==> config.mk <==
export PLATFORM = sky130hd
export DESIGN_NAME = pc_fetch_unit
export DESIGN_NICKNAME = d
export VERILOG_FILES = /design/src/rtl/pc_fetch_pkg.sv /design/src/rtl/pc_next.sv /design/src/rtl/pc_fetch_unit.sv
export SDC_FILE = /design/constraint.sdc
export NUM_CORES = 1
export LEC_CHECK = 0
export BUFFER_PORTS_ARGS = -buffer_cell sky130_fd_sc_hd__buf_2
export CORE_ASPECT_RATIO = 1.2
export CORE_MARGIN = 5
export CORE_UTILIZATION = 45
export CTS_CLUSTER_DIAMETER = 80
export DETAILED_ROUTE_END_ITERATION = 8
export PLACE_DENSITY = 0.85
export SYNTH_ARGS = -nofsm -noshare
export SYNTH_HDL_FRONTEND = slang
export SYNTH_SLANG_ARGS = --single-unit
==> constraint.sdc <==
create_clock -name clk -period 3.6 [get_ports clk]
set_input_delay 0.72 -clock clk [delete_from_list [all_inputs] [get_ports clk]]
set_output_delay 0.72 -clock clk [all_outputs]
set_load 0.02 [all_outputs]
==> src/rtl/pc_fetch_pkg.sv <==
// Shared types and constants for the PC fetch path: FSM state encoding and
// the PCSrc select values that the branch logic drives.
package pc_fetch_pkg;

  typedef enum logic [1:0] {
    ST_FETCH = 2'd0,
    ST_HOLD  = 2'd1,
    ST_TRAP  = 2'd2
  } fetch_state_t;

  // PCSrc encoding; 2'b11 is treated the same as PC_PLUS4.
  localparam logic [1:0] PC_PLUS4     = 2'b00;
  localparam logic [1:0] PC_BRANCH    = 2'b01;
  localparam logic [1:0] PC_JALR      = 2'b10;
  localparam logic [1:0] PC_PLUS4_ALT = 2'b11;

  localparam logic [31:0] NOP_INSTR = 32'h0000_0013;

  // Only bit 1 is checked: targets are word-aligned unless bit 1 is set.
  function automatic logic is_misaligned(input logic [31:0] addr);
    return addr[1];
  endfunction

endpackage

==> src/rtl/pc_next.sv <==
// Next-PC datapath: PC+4 and PC+immExt adders plus the PCSrc target mux.
// Purely combinational; all adds wrap modulo 2^32.
module pc_next
  import pc_fetch_pkg::*;
(
  input  logic [31:0] pc,
  input  logic [1:0]  pc_src,
  input  logic [31:0] imm_ext,
  input  logic [31:0] alu_result,
  output logic [31:0] pc_plus4,
  output logic [31:0] target,
  output logic        target_misaligned
);

  logic [31:0] pc_branch;
  logic [31:0] jalr_target;

  always_comb begin
    pc_plus4    = pc + 32'd4;
    pc_branch   = pc + imm_ext;
    // jalr drops bit 0 of the computed address
    jalr_target = alu_result & 32'hFFFF_FFFE;
  end

  always_comb begin
    target = pc_plus4;
    case (pc_src)
      PC_PLUS4:     target = pc_plus4;
      PC_BRANCH:    target = pc_branch;
      PC_JALR:      target = jalr_target;
      PC_PLUS4_ALT: target = pc_plus4;
      default:      target = pc_plus4;
    endcase
    target_misaligned = is_misaligned(target);
  end

endmodule

==> src/rtl/pc_fetch_unit.sv <==
// Program counter and single-entry instruction fetch buffer. Issues a fetch,
// holds the returned word until the core advances, then redirects the PC.
module pc_fetch_unit
  import pc_fetch_pkg::*;
#(
  parameter logic [31:0] RESET_VECTOR = 32'h0000_0000
) (
  input  logic        clk,
  input  logic        reset,
  input  logic [1:0]  PCSrc,
  input  logic [31:0] immExt,
  input  logic [31:0] aluResult,
  input  logic        advance,
  input  logic        imem_ready,
  input  logic [31:0] imem_rdata,
  output logic        imem_req,
  output logic [31:0] imem_addr,
  output logic [31:0] instr,
  output logic        instr_valid,
  output logic [31:0] PC,
  output logic [31:0] PCPlus4,
  output logic        misaligned,
  output logic [1:0]  dbg_state
);

  // Handshakes: a fetch completes on a cycle with imem_req && imem_ready
  // (imem_rdata captured then); an instruction retires on a cycle with
  // instr_valid && advance. Neither side may retract its signal early, and
  // imem_ready / advance are ignored whenever the matching request is low.

  fetch_state_t state_q, state_d;
  logic [31:0]  pc_q;
  logic [31:0]  instr_q;
  logic         misaligned_q;

  logic [31:0]  pc_plus4;
  logic [31:0]  target;
  logic         target_misaligned;

  logic         fetch_done;
  logic         retire;

  pc_next u_pc_next (
    .pc                (pc_q),
    .pc_src            (PCSrc),
    .imm_ext           (immExt),
    .alu_result        (aluResult),
    .pc_plus4          (pc_plus4),
    .target            (target),
    .target_misaligned (target_misaligned)
  );

  always_ff @(posedge clk or posedge reset) begin
    if (reset) begin
      state_q <= ST_FETCH;
    end else begin
      state_q <= state_d;
    end
  end

  always_comb begin
    state_d     = state_q;
    imem_req    = 1'b0;
    instr_valid = 1'b0;
    fetch_done  = 1'b0;
    retire      = 1'b0;
    case (state_q)
      ST_FETCH: begin
        imem_req   = 1'b1;
        fetch_done = imem_ready;
        if (imem_ready) begin
          state_d = ST_HOLD;
        end
      end
      ST_HOLD: begin
        instr_valid = 1'b1;
        retire      = advance;
        if (advance) begin
          state_d = target_misaligned ? ST_TRAP : ST_FETCH;
        end
      end
      ST_TRAP: begin
        // Sticky until reset.
        state_d = ST_TRAP;
      end
      default: begin
        state_d = ST_FETCH;
      end
    endcase
  end

  always_ff @(posedge clk or posedge reset) begin
    if (reset) begin
      pc_q         <= RESET_VECTOR;
      instr_q      <= NOP_INSTR;
      misaligned_q <= 1'b0;
    end else begin
      if (fetch_done) begin
        instr_q <= imem_rdata;
      end
      if (retire && !target_misaligned) begin
        pc_q <= target;
      end
      if (retire && target_misaligned) begin
        misaligned_q <= 1'b1;
      end
    end
  end

  always_comb begin
    PC         = pc_q;
    imem_addr  = pc_q;
    PCPlus4    = pc_plus4;
    instr      = instr_q;
    misaligned = misaligned_q;
    dbg_state  = state_q;
  end

endmodule

==> Word level (Yosys, flattened, before mapping) <==
Cells that the tools add are included.
{ "word_totals": {"input_bits": 102, "ff_bits": 67} }
{ "classes": {"n_addsub": 2, "eq_ne": 7, "reduce_logical": 7, "mux": 9} }
{ "ops": {"columns": ["op", "count"], "rows": [
  ["case mux 32 bit (3 select lines)", 1],
  ["adder 32 x 3 -> 32 bit (second input constant)", 1],
  ["adder 32 bit", 1],
  ["equality test 2 bit (second input constant)", 3],
  ["2-to-1 mux 2 bit", 3],
  ["case mux 2 bit (3 select lines)", 1],
  ["equality test 2 x 1 -> 1 bit (second input constant)", 2],
  ["logical NOT 2 bit", 2],
  ["2-to-1 mux 1 bit", 4],
  ["inequality test 2 bit (second input constant)", 2],
  ["logical AND 1 bit", 2],
  ["AND reduction 2 bit", 1],
  ["OR reduction 2 bit", 1],
  ["logical NOT 1 bit", 1]
]} }

==> Depth between registers and ports, before layout <==
Gate-level depths: netlist of run 1.
{ "logic_depth": {"depth_word": 6, "depth_mapped": 12, "mapped_depth_nobuf": 11} }

==> Cells and area by module <==
Synthesis of run 1 repeated with hierarchy kept, for this count alone.
{ "hier_totals": {"cells_unflattened": 643, "area_unflattened_um2": 6009.5} }
{ "modules_own_cells": {"columns": ["module", "area_per_inst_um2", "cells_per_inst", "seq_area_each_um2", "instances"], "rows": [
  ["pc_next", 3066.7, 461, 0.0, 1],
  ["pc_fetch_unit", 2942.8, 182, 1680.4, 1]
]} }

==> Least setup slack after synthesis of run 1 <==
OpenSTA, ideal clock, no wires.
{ "synth_path": {"kind": "input to register", "startpoint": "in immExt[0]", "endpoint": "reg pc_q[18], in the netlist PC[18]", "n_path_buf": 0, "path_stages": 11, "slack_ns": 0.375, "arrival_time_ns": 3.161, "required_time_ns": 3.536, "cell_sequence": "ha_1 > fa_1 > a21o_1 > a221oi_2 > o211ai_2 > a221o_2 > a31oi_1 > o21ai_0 > xnor2_1 > a211oi_1 > a21o_1"} }
{ "synth_between": {"elab_chain_cells": 4} }
{ "synth_lines": {"columns": ["item", "line", "rtl"], "rows": [
  ["start, declared", "pc_fetch_unit.sv:11", "input logic [31:0] immExt,"],
  ["adder 32 bit (*)", "pc_next.sv:20", "pc_branch = pc + imm_ext;"],
  ["case mux 32 bit (3 select lines) (*)", "pc_next.sv:27", "case (pc_src)"],
  ["logical NOT 1 bit", "pc_fetch_unit.sv:101", "if (retire && !target_misaligned) begin"],
  ["logical AND 1 bit", "pc_fetch_unit.sv:101", null],
  ["end signal, assigned", "pc_fetch_unit.sv:102", "pc_q <= target;"],
  ["end, declared", "pc_fetch_unit.sv:32", "logic [31:0] pc_q;"]
]} }
Mark *: on every way between the ends. The rest lies on a longest branch, timed or not.
A chain may end at the register's enable or synchronous reset.

==> Worst setup path after layout of run 1 <==
{ "layout_path": {"startpoint": "reg pc_q[15], in the netlist PC[15]", "endpoint": "out PCPlus4[29]"} }
{ "layout_between": {"elab_chain_cells": 1} }
{ "layout_lines": {"columns": ["item", "line", "rtl"], "rows": [
  ["adder 32 x 3 -> 32 bit", "pc_next.sv:19", "pc_plus4 = pc + 32'd4;"],
  ["end, declared", "pc_fetch_unit.sv:21", "output logic [31:0] PCPlus4,"]
]} }
No other way between the ends.

==> results of run 1 <==
## timing repair
item	in CTS	in global routing
buffers inserted	0	0
setup endpoints to repair	0	2
resized for setup	0	1
## where the power goes
part | internal, mW | switching [mW] | total, mW
Combinational | 0.0928 | 0.131 | 0.224
Sequential | 0.753 | 0 | 0.753
Clock | 0.753 | 0.359 | 1.11
Total | 1.60 | 0.490 | 2.09
## worst reg2reg max path, cell delays in order, from the launching register on
cell and delay, ns:
sky130_fd_sc_hd__dfrtp_1 0.44, sky130_fd_sc_hd__ha_1 0.25, sky130_fd_sc_hd__fa_1 0.42, sky130_fd_sc_hd__a21o_1 0.20
sky130_fd_sc_hd__a221oi_2 0.35, sky130_fd_sc_hd__o211ai_2 0.15, sky130_fd_sc_hd__a221o_2 0.44, sky130_fd_sc_hd__a211oi_4 0.24
sky130_fd_sc_hd__nand4b_4 0.19, sky130_fd_sc_hd__nand2b_1 0.08, sky130_fd_sc_hd__xnor2_1 0.13, sky130_fd_sc_hd__o221ai_1 0.13
## registers in the layout (all words and copies together), names as in the netlist
name / count
PC: 32
instr: 32
dbg_state: 2
misaligned: 1
## cells in the mapped netlist (3+ instances only)
library cell               count
sky130_fd_sc_hd__a31oi_1       5
sky130_fd_sc_hd__nor3_1        3
sky130_fd_sc_hd__o211ai_1      3
sky130_fd_sc_hd__o21bai_1      4
sky130_fd_sc_hd__xor2_1       20
sky130_fd_sc_hd__inv_1        17
sky130_fd_sc_hd__ha_1         34
sky130_fd_sc_hd__nand2_1      47
sky130_fd_sc_hd__nor2b_1       7
sky130_fd_sc_hd__a21oi_1      45
sky130_fd_sc_hd__o221ai_1      3
sky130_fd_sc_hd__o21ai_0      26
sky130_fd_sc_hd__and2_1        7
sky130_fd_sc_hd__a22oi_1       9
sky130_fd_sc_hd__a21o_1       28
sky130_fd_sc_hd__a221oi_1     18
sky130_fd_sc_hd__nor2_1       22
sky130_fd_sc_hd__clkbuf_1     28
sky130_fd_sc_hd__mux2_2       32
sky130_fd_sc_hd__a211oi_1     16
sky130_fd_sc_hd__nand3_1      16
sky130_fd_sc_hd__buf_4        34
sky130_fd_sc_hd__nand4_1      11
sky130_fd_sc_hd__or3_1         3
sky130_fd_sc_hd__dfrtp_1      64
sky130_fd_sc_hd__dfstp_2       3
sky130_fd_sc_hd__and3_1        8
sky130_fd_sc_hd__xnor2_1      36
## placed cells by master, fill, tap and decap left out, types with 5 or more instances in the layout
cell type,instances
sky130_fd_sc_hd__a211oi_1,16
sky130_fd_sc_hd__o21ai_0,26
sky130_fd_sc_hd__a22oi_1,9
sky130_fd_sc_hd__and3_1,8
sky130_fd_sc_hd__ha_1,33
sky130_fd_sc_hd__xor2_1,20
sky130_fd_sc_hd__a31oi_1,5
sky130_fd_sc_hd__nor2b_1,7
sky130_fd_sc_hd__buf_2,233
sky130_fd_sc_hd__a221oi_1,18
sky130_fd_sc_hd__nand4_1,11
sky130_fd_sc_hd__xnor2_1,36
sky130_fd_sc_hd__nand2_1,47
sky130_fd_sc_hd__a21oi_1,45
sky130_fd_sc_hd__dfrtp_1,64
sky130_fd_sc_hd__clkbuf_16,9
sky130_fd_sc_hd__buf_4,22
sky130_fd_sc_hd__a21o_1,28
sky130_fd_sc_hd__inv_1,16
sky130_fd_sc_hd__mux2_2,32
sky130_fd_sc_hd__nor2_1,21
sky130_fd_sc_hd__and2_1,7
sky130_fd_sc_hd__nand3_1,15
## logic make-up after synthesis
| kind of cell | count (synthesis) |
|---|---|
| AO/OA/AOI/OAI | 181 |
| XOR/XNOR | 56 |
| adder cells (fa/ha/maj) | 35 |
| buffers and inverters | 81 |
| flip-flops | 67 |
| multiplexers | 34 |
| AND/OR/NAND/NOR | 135 |
## final cells by class
cell class | instances | area (um2) | share of cell area
multi-input cells | 441 | 3290 | 0.474
flip-flops and latches | 67 | 1680 | 0.243
repair buffers | 255 | 1330 | 0.192
clock buffers | 9 | 225 | 0.0325
well taps | 157 | 196 | 0.0283
clock inverters | 7 | 146 | 0.0211
inverters | 17 | 63.8 | 0.00921
## how the worst max path moves through the flow
stage / endpoint / slack [ns] / cells after the start
floorplan: PC[18] / 0.37 / 11
global placement: PC[24] / 0.13 / 12
detailed placement: PC[24] / 0.09 / 12
CTS: PCPlus4[30] / 0.15 / 9
global route: PCPlus4[29] / 0.06 / 7
finish: PCPlus4[29] / 0.17 / 7
## per-layer routing
layer	part of all wire	vias to the layer above	GRT usage
li1	-	2554	-
met1	0.40	2560	0.292
met2	0.49	277	0.411
met3	0.089	32	0.0396
met4	0.021	0	0.0748
met5	0	-	0
## metrics by stage
stage          instance area [um2]  worst slack (ns)
2_1_floorplan                 5390             0.375
3_3_place_gp                  6560             0.130
3_5_place_dp                  6560            0.0858
4_1_cts                       6930             0.154
5_1_grt                       6930            0.0617
6_report                      6930             0.168
==> results.txt, run 1 <==
At the worst endpoint, the required time is 2.88 ns. The clock tree buffer depth came out at 2. The wire length of the first global-routing pass came out at 26600 um. The total clock sinks is 67. The normalized max-slew margin came out at 0.427.

The average detailed-routed wire length per instance came out at 18.3 um. The H-tree depth came out at 3. The via count is 5423. The detail route stage leaves a number of antenna-violating nets equal to 0. The compound-cell area share of the yosys netlist is 0.233. In this run the worst hold path is classified as reg -> reg.

Among all flip-flop cells after synthesis, the most frequent one is sky130_fd_sc_hd__dfrtp_1. The flow ran to the end, and the final reports show no timing, DRC or antenna violations. At the end of routability-driven placement, the weighted congestion stood at 0.918. For hold timing, the worst endpoint is misaligned. The max-slew violation count is 0.

The worst setup slack for register-to-register paths is 0.46 ns. The number of cell rows came out at 43. Measured along the y axis, the die boundary spans 130 um.

The synthesized cell area is 5390 um2. The final cell count without fillers is 953. After global routing the overflow that remains totals 0. The clock latency on the worst-skew pair is 0.33 ns. The final antenna diode count is 0. The arrival time at the worst endpoint came out at 2.71 ns. The async set-reset flop share out of synthesis came out at 1.00. In the synthesized netlist, the number of instances is 589.

The delay contributed by the slowest stage of the critical path came out at 0.53 ns. The HPWL after detailed placement is 13200 um. The worst-case clock skew came out at 0.00992 ns. The number of antenna violations at the first check in global routing came out at 0. The combined buffer and inverter count along the critical path came out at 1. The cell total after placement is 937. The worst register-to-register path begins at PC[0]. The hold buffer count at CTS came out at 0. The sequential-to-total area share from yosys stat came out at 0.312. Clock-pin slew was measured on the worst setup and hold paths at 0.06 ns.

The worst register-to-register path ends at PC[24]. The total of fill cells in the finished design is 1054. For this configuration, the core starts out at a cell density of 0.462. The core region is 11700 um2. The clock tree from TritonCTS is built. The adder-cell share of the synthesized area came out at 0.0826. For this run, design rule violations remaining after detail routing come to 0.

The number of buffers created by CTS came out at 9. For the finished layout, the period the worst path requires is 3.43 ns. The global-route usage over all layers is 0.235. The minimum hold slack is 0.488 ns.

The via count of the first global-routing pass came out at 5423. The final sum of negative setup slack is 0 ns. On the critical path the largest part of the delay comes from simple AND/OR/NAND/NOR gates.

The first-pass detailed-route iteration total came out at 5. The multiplexer share of the synthesized area is 0.0706. The kind of start point of the critical path is a register. The largest fanout on the critical path came out at 8. Of the total synthesized cell area, the portion taken by XOR and XNOR cells is 0.0910. The power density over the cells is 301 nW/um2.

Setup repair after global routing left no endpoint under its margin. The number of cells on the worst hold path came out at 1. Measured on the finished design, the core utilization comes to 0.594.

The depth of the worst register-to-register path is 11. Walking the worst path, the cells encountered are and3_1 > nand3_1 > nor4_4 > nand2_1 > nor4_1 > xor2_1 > buf_2. The portion of the clock cycle consumed by the worst path in the final layout came out at 0.953. Entering global routing, the biggest net connects 68 pins. Summed over all cells, the static leakage comes to 3.90 nW. The boundary pin count is 235.

The master cell of the clock root buffer is sky130_fd_sc_hd__clkbuf_16. The number of enable flip-flop cells after synthesis is 0. The count of nets after finishing came out at 928. The post-synthesis sequential element count came out at 67. The overall power consumption came out at 2.09 mW. The number of library cell types mapped by synthesis came out at 57. In this run the worst setup path begins at PC[15]. In this run, the number of DRC markers left after iteration 0 of detailed routing was 292. The startpoint identified for the worst hold timing path is misaligned. The area added between synthesis and finish is 28.6%. The proportion of layout cells with a drive suffix above 1 came out at 0.405. The share of synthesized area in the top cell type comes to 0.297. The number of hold violations in the final report is 0.

A synthesized cell averages 9.15 um2. The detailed-route vias per instance is 5.69. The yosys synthesis warning count came out at 0.

For this design, the slowest cell found on the critical path is sky130_fd_sc_hd__nor4_1. The number of buffers added on ports came out at 233. Across the VDD grid, the largest voltage drop is 0.237 mV. The biggest area contributor in the post-synthesis netlist is sky130_fd_sc_hd__dfrtp_1. The final setup violation count came out at 0. The simple-gate area share of the yosys netlist is 0.130. STA classifies the critical path endpoint as a primary output. The worst-margin pin slew is 0.860 ns. The number of nets handed over by synthesis was 726. The type of the setup path with the least slack is reg -> out. The combinational family with the most area after synthesis is compound AO/OA/AOI/OAI gates. The achievable frequency came out at 0.291 GHz. The die footprint is 14300 um2.

Summed over all layers, the routed wires come to 17400 um. The number of max-capacitance violations reported came out at 0. The die boundary width came out at 110 um. Sorting the synthesized cells by area gives the leading types as sky130_fd_sc_hd__dfrtp_1 (30%), sky130_fd_sc_hd__ha_1 (7.9%), sky130_fd_sc_hd__mux2_2 (6.7%).
(Power assumes the default switching activity.)
==> run 2: changes to the inputs <==
- CTS_CLUSTER_SIZE: unset -> 30
- clock period: 3.6 -> 3.3 ns (I/O delays scaled with it)
==> results.txt, run 2 (same netlist as run 1, synthesis figures left out) <==
The global-route congestion overflow total came out at 0 (unchanged). The die footprint came to 14300 um2 (unchanged). The initial DRC count is 262 (-10%). The library cell used most frequently in the layout, excluding fill and tap cells, is sky130_fd_sc_hd__buf_2. The remaining routing DRC violations came out at 0 (unchanged). Timing would allow up to 0.318 GHz. The data required time at the worst endpoint is 2.64 ns (-0.24 ns). The average detailed-routed wire length per instance came out at 18.3 um (-0.21%). The number of buffers added on ports came out at 233 (unchanged).

The clock edge transition at the registers on the reported setup and hold paths came to 0.07 ns (about the same). The detailed-route vias per instance is 5.62 (-1.2%). The final antenna-violating net count came to 0 (unchanged). The via count was 5468 (+0.83%). In the layout the commonest cells are sky130_fd_sc_hd__buf_2 (233), sky130_fd_sc_hd__dfrtp_1 (57), sky130_fd_sc_hd__nand2_1 (47). The number of cell rows came out at 43 (unchanged).

TritonCTS built the clock tree. The die boundary width came out at 110 um (unchanged). The normalized max-slew margin is 0.434 (+0.00688).

The leakage component of the power came out at 3.95 nW (+1.3%). The clock latency on the worst-skew pair is 0.34 ns (about the same). In this run the clock root is driven by a sky130_fd_sc_hd__clkbuf_16. The total clock sinks is 67 (unchanged). The largest net degree at the start of global routing is 50 (-26%). The aggregate routed wire length is 17800 um (+1.9%). The final setup violation count came out at 0 (unchanged). The first-pass detailed-route iteration total was 5 (unchanged). The number of max-capacitance violations reported was 0 (unchanged).

The final weighted congestion of routability-driven global placement came out at 0.979 (+6.6%). The power density over the cells was 296 nW/um2 (-1.8%). The flip-flop and latch area was 1690 um2 (+0.52%). The clock tree buffer depth came out at 2 (unchanged). The max-slew violation count is 0 (unchanged).

The flow ran to the end, and the final reports show no timing, DRC or antenna violations. Dividing the final minimum period by the clock period gives 0.954. The die extent in y came out at 130 um (unchanged). The global-route usage over all layers is 0.242 (+0.00692). The worst-case clock skew came to 0.0102 ns (+0.000308 ns). The final antenna diode count is 0 (unchanged).

The H-tree depth came out at 3 (unchanged). The area of combinational cells with multiple inputs is 3320 um2 (+0.91%). The final sum of negative setup slack came out at 0 ns (unchanged).

The count of nets after finishing was 948 (+2.2%). The core box area is 11700 um2 (unchanged). The wire length of the first global-routing pass is 27000 um (+1.6%). The via count of the first global-routing pass is 5516 (+1.7%). STA classifies the critical path startpoint as a register.

The tightest min-delay check is of the in -> async type. The critical path is of the reg -> out type. The largest fanout on the critical path came out at 7 (-1). The HPWL after detailed placement was 13600 um (+2.7%). The number of buffers created by CTS came out at 9 (unchanged).

The boundary pin count came out at 235 (unchanged). The area added between synthesis and finish came out at 30.9%. The arrival time at the worst endpoint is 2.49 ns (-0.22 ns).

In this run the worst setup path begins at PC[3]. The proportion of layout cells with a drive suffix above 1 was 0.434 (+0.0293). The worst-margin pin slew is 0.848 ns (-0.0116 ns).

STA classifies the critical path endpoint as a primary output. The minimum hold slack is 0.498 ns (+0.00980 ns). The total of fill cells in the finished design is 1009 (-4.3%). The starting density of the core is 0.462 (unchanged). The number of antenna violations at the first check in global routing is 1 (+1).

The maximum resistive drop on vdd came out at 0.274 mV (+16%). The startpoint of the most critical register-to-register path is PC[0]. Counting I/O delays and the setup requirement, the final critical path takes 3.15 ns. The number of hold violations in the final report came out at 0 (unchanged).
==> run 2: critical path, stage by stage, from the launching register on <==
cell and delay (ns):
sky130_fd_sc_hd__dfrtp_2 0.44, sky130_fd_sc_hd__ha_1 0.21, sky130_fd_sc_hd__nand3_1 0.17, sky130_fd_sc_hd__nor2_4 0.19
sky130_fd_sc_hd__nand2_1 0.11, sky130_fd_sc_hd__nor4_4 0.21, sky130_fd_sc_hd__buf_4 0.20, sky130_fd_sc_hd__nand2_1 0.09
sky130_fd_sc_hd__nor2_1 0.13, sky130_fd_sc_hd__xor2_1 0.21, sky130_fd_sc_hd__buf_2 0.20
==> run 2: cell type report <==
cell class,instances,share of cell area
Multi-Input combinational cell,441,0.470
Clock buffer,9,0.0319
Sequential cell,67,0.239
Inverter,17,0.00905
Timing Repair Buffer,275,0.210
Clock inverter,7,0.0117
Tap cell,157,0.0278
==> run 2: timing repair <==
item                                    in CTS  in global routing
gates resized for setup                      2                 12
pin swaps                                    0                  4
cloned                                       0                  0
setup buffers                                0                  6
hold buffers                                 0                  0
endpoints found under the setup margin       2                 10
==> run 2: worst paths after layout <==
path	to	slack (ns)	depth (start not counted)
max reg2reg	PC[24]	0.21	12
min in group clk	instr[23]	0.50	1
max in group asynchronous	PC[2]	1.99	3
min	instr[21]	0.50	2
min reg2reg	instr[23]	0.50	1
max	PCPlus4[30]	0.15	10
==> run 2: through the flow <==
step	cells	area [um2]	power [mW]	util	worst slack (ns)
floorplan	589	5390	0.972	-	0.135
global placement	951	6660	1.08	0.570	-0.0445
detailed placement	951	6660	1.08	0.570	-0.105
CTS	967	6980	2.10	0.597	0.0264
global route	973	7050	2.17	0.604	-0.0232
finish	973	7050	2.09	0.604	0.151
==> run 2: where the power goes <==
part | switching (mW) | total [mW] | leakage, nW | internal [mW]
clock | 0.418 | 1.02 | 0.145 | 0.599
sequential | 0 | 0.821 | 0.900 | 0.821
combinational | 0.144 | 0.250 | 2.90 | 0.106
total | 0.562 | 2.09 | 3.95 | 1.53
==> run 2: routing by layer <==
metal	GRT usage	routed length (um)	up-vias
met5	0	7	-
met1	0.291	6980	2573
met4	0.0917	397	2
met2	0.419	8700	280
met3	0.0515	1680	36
li1	-	-	2577
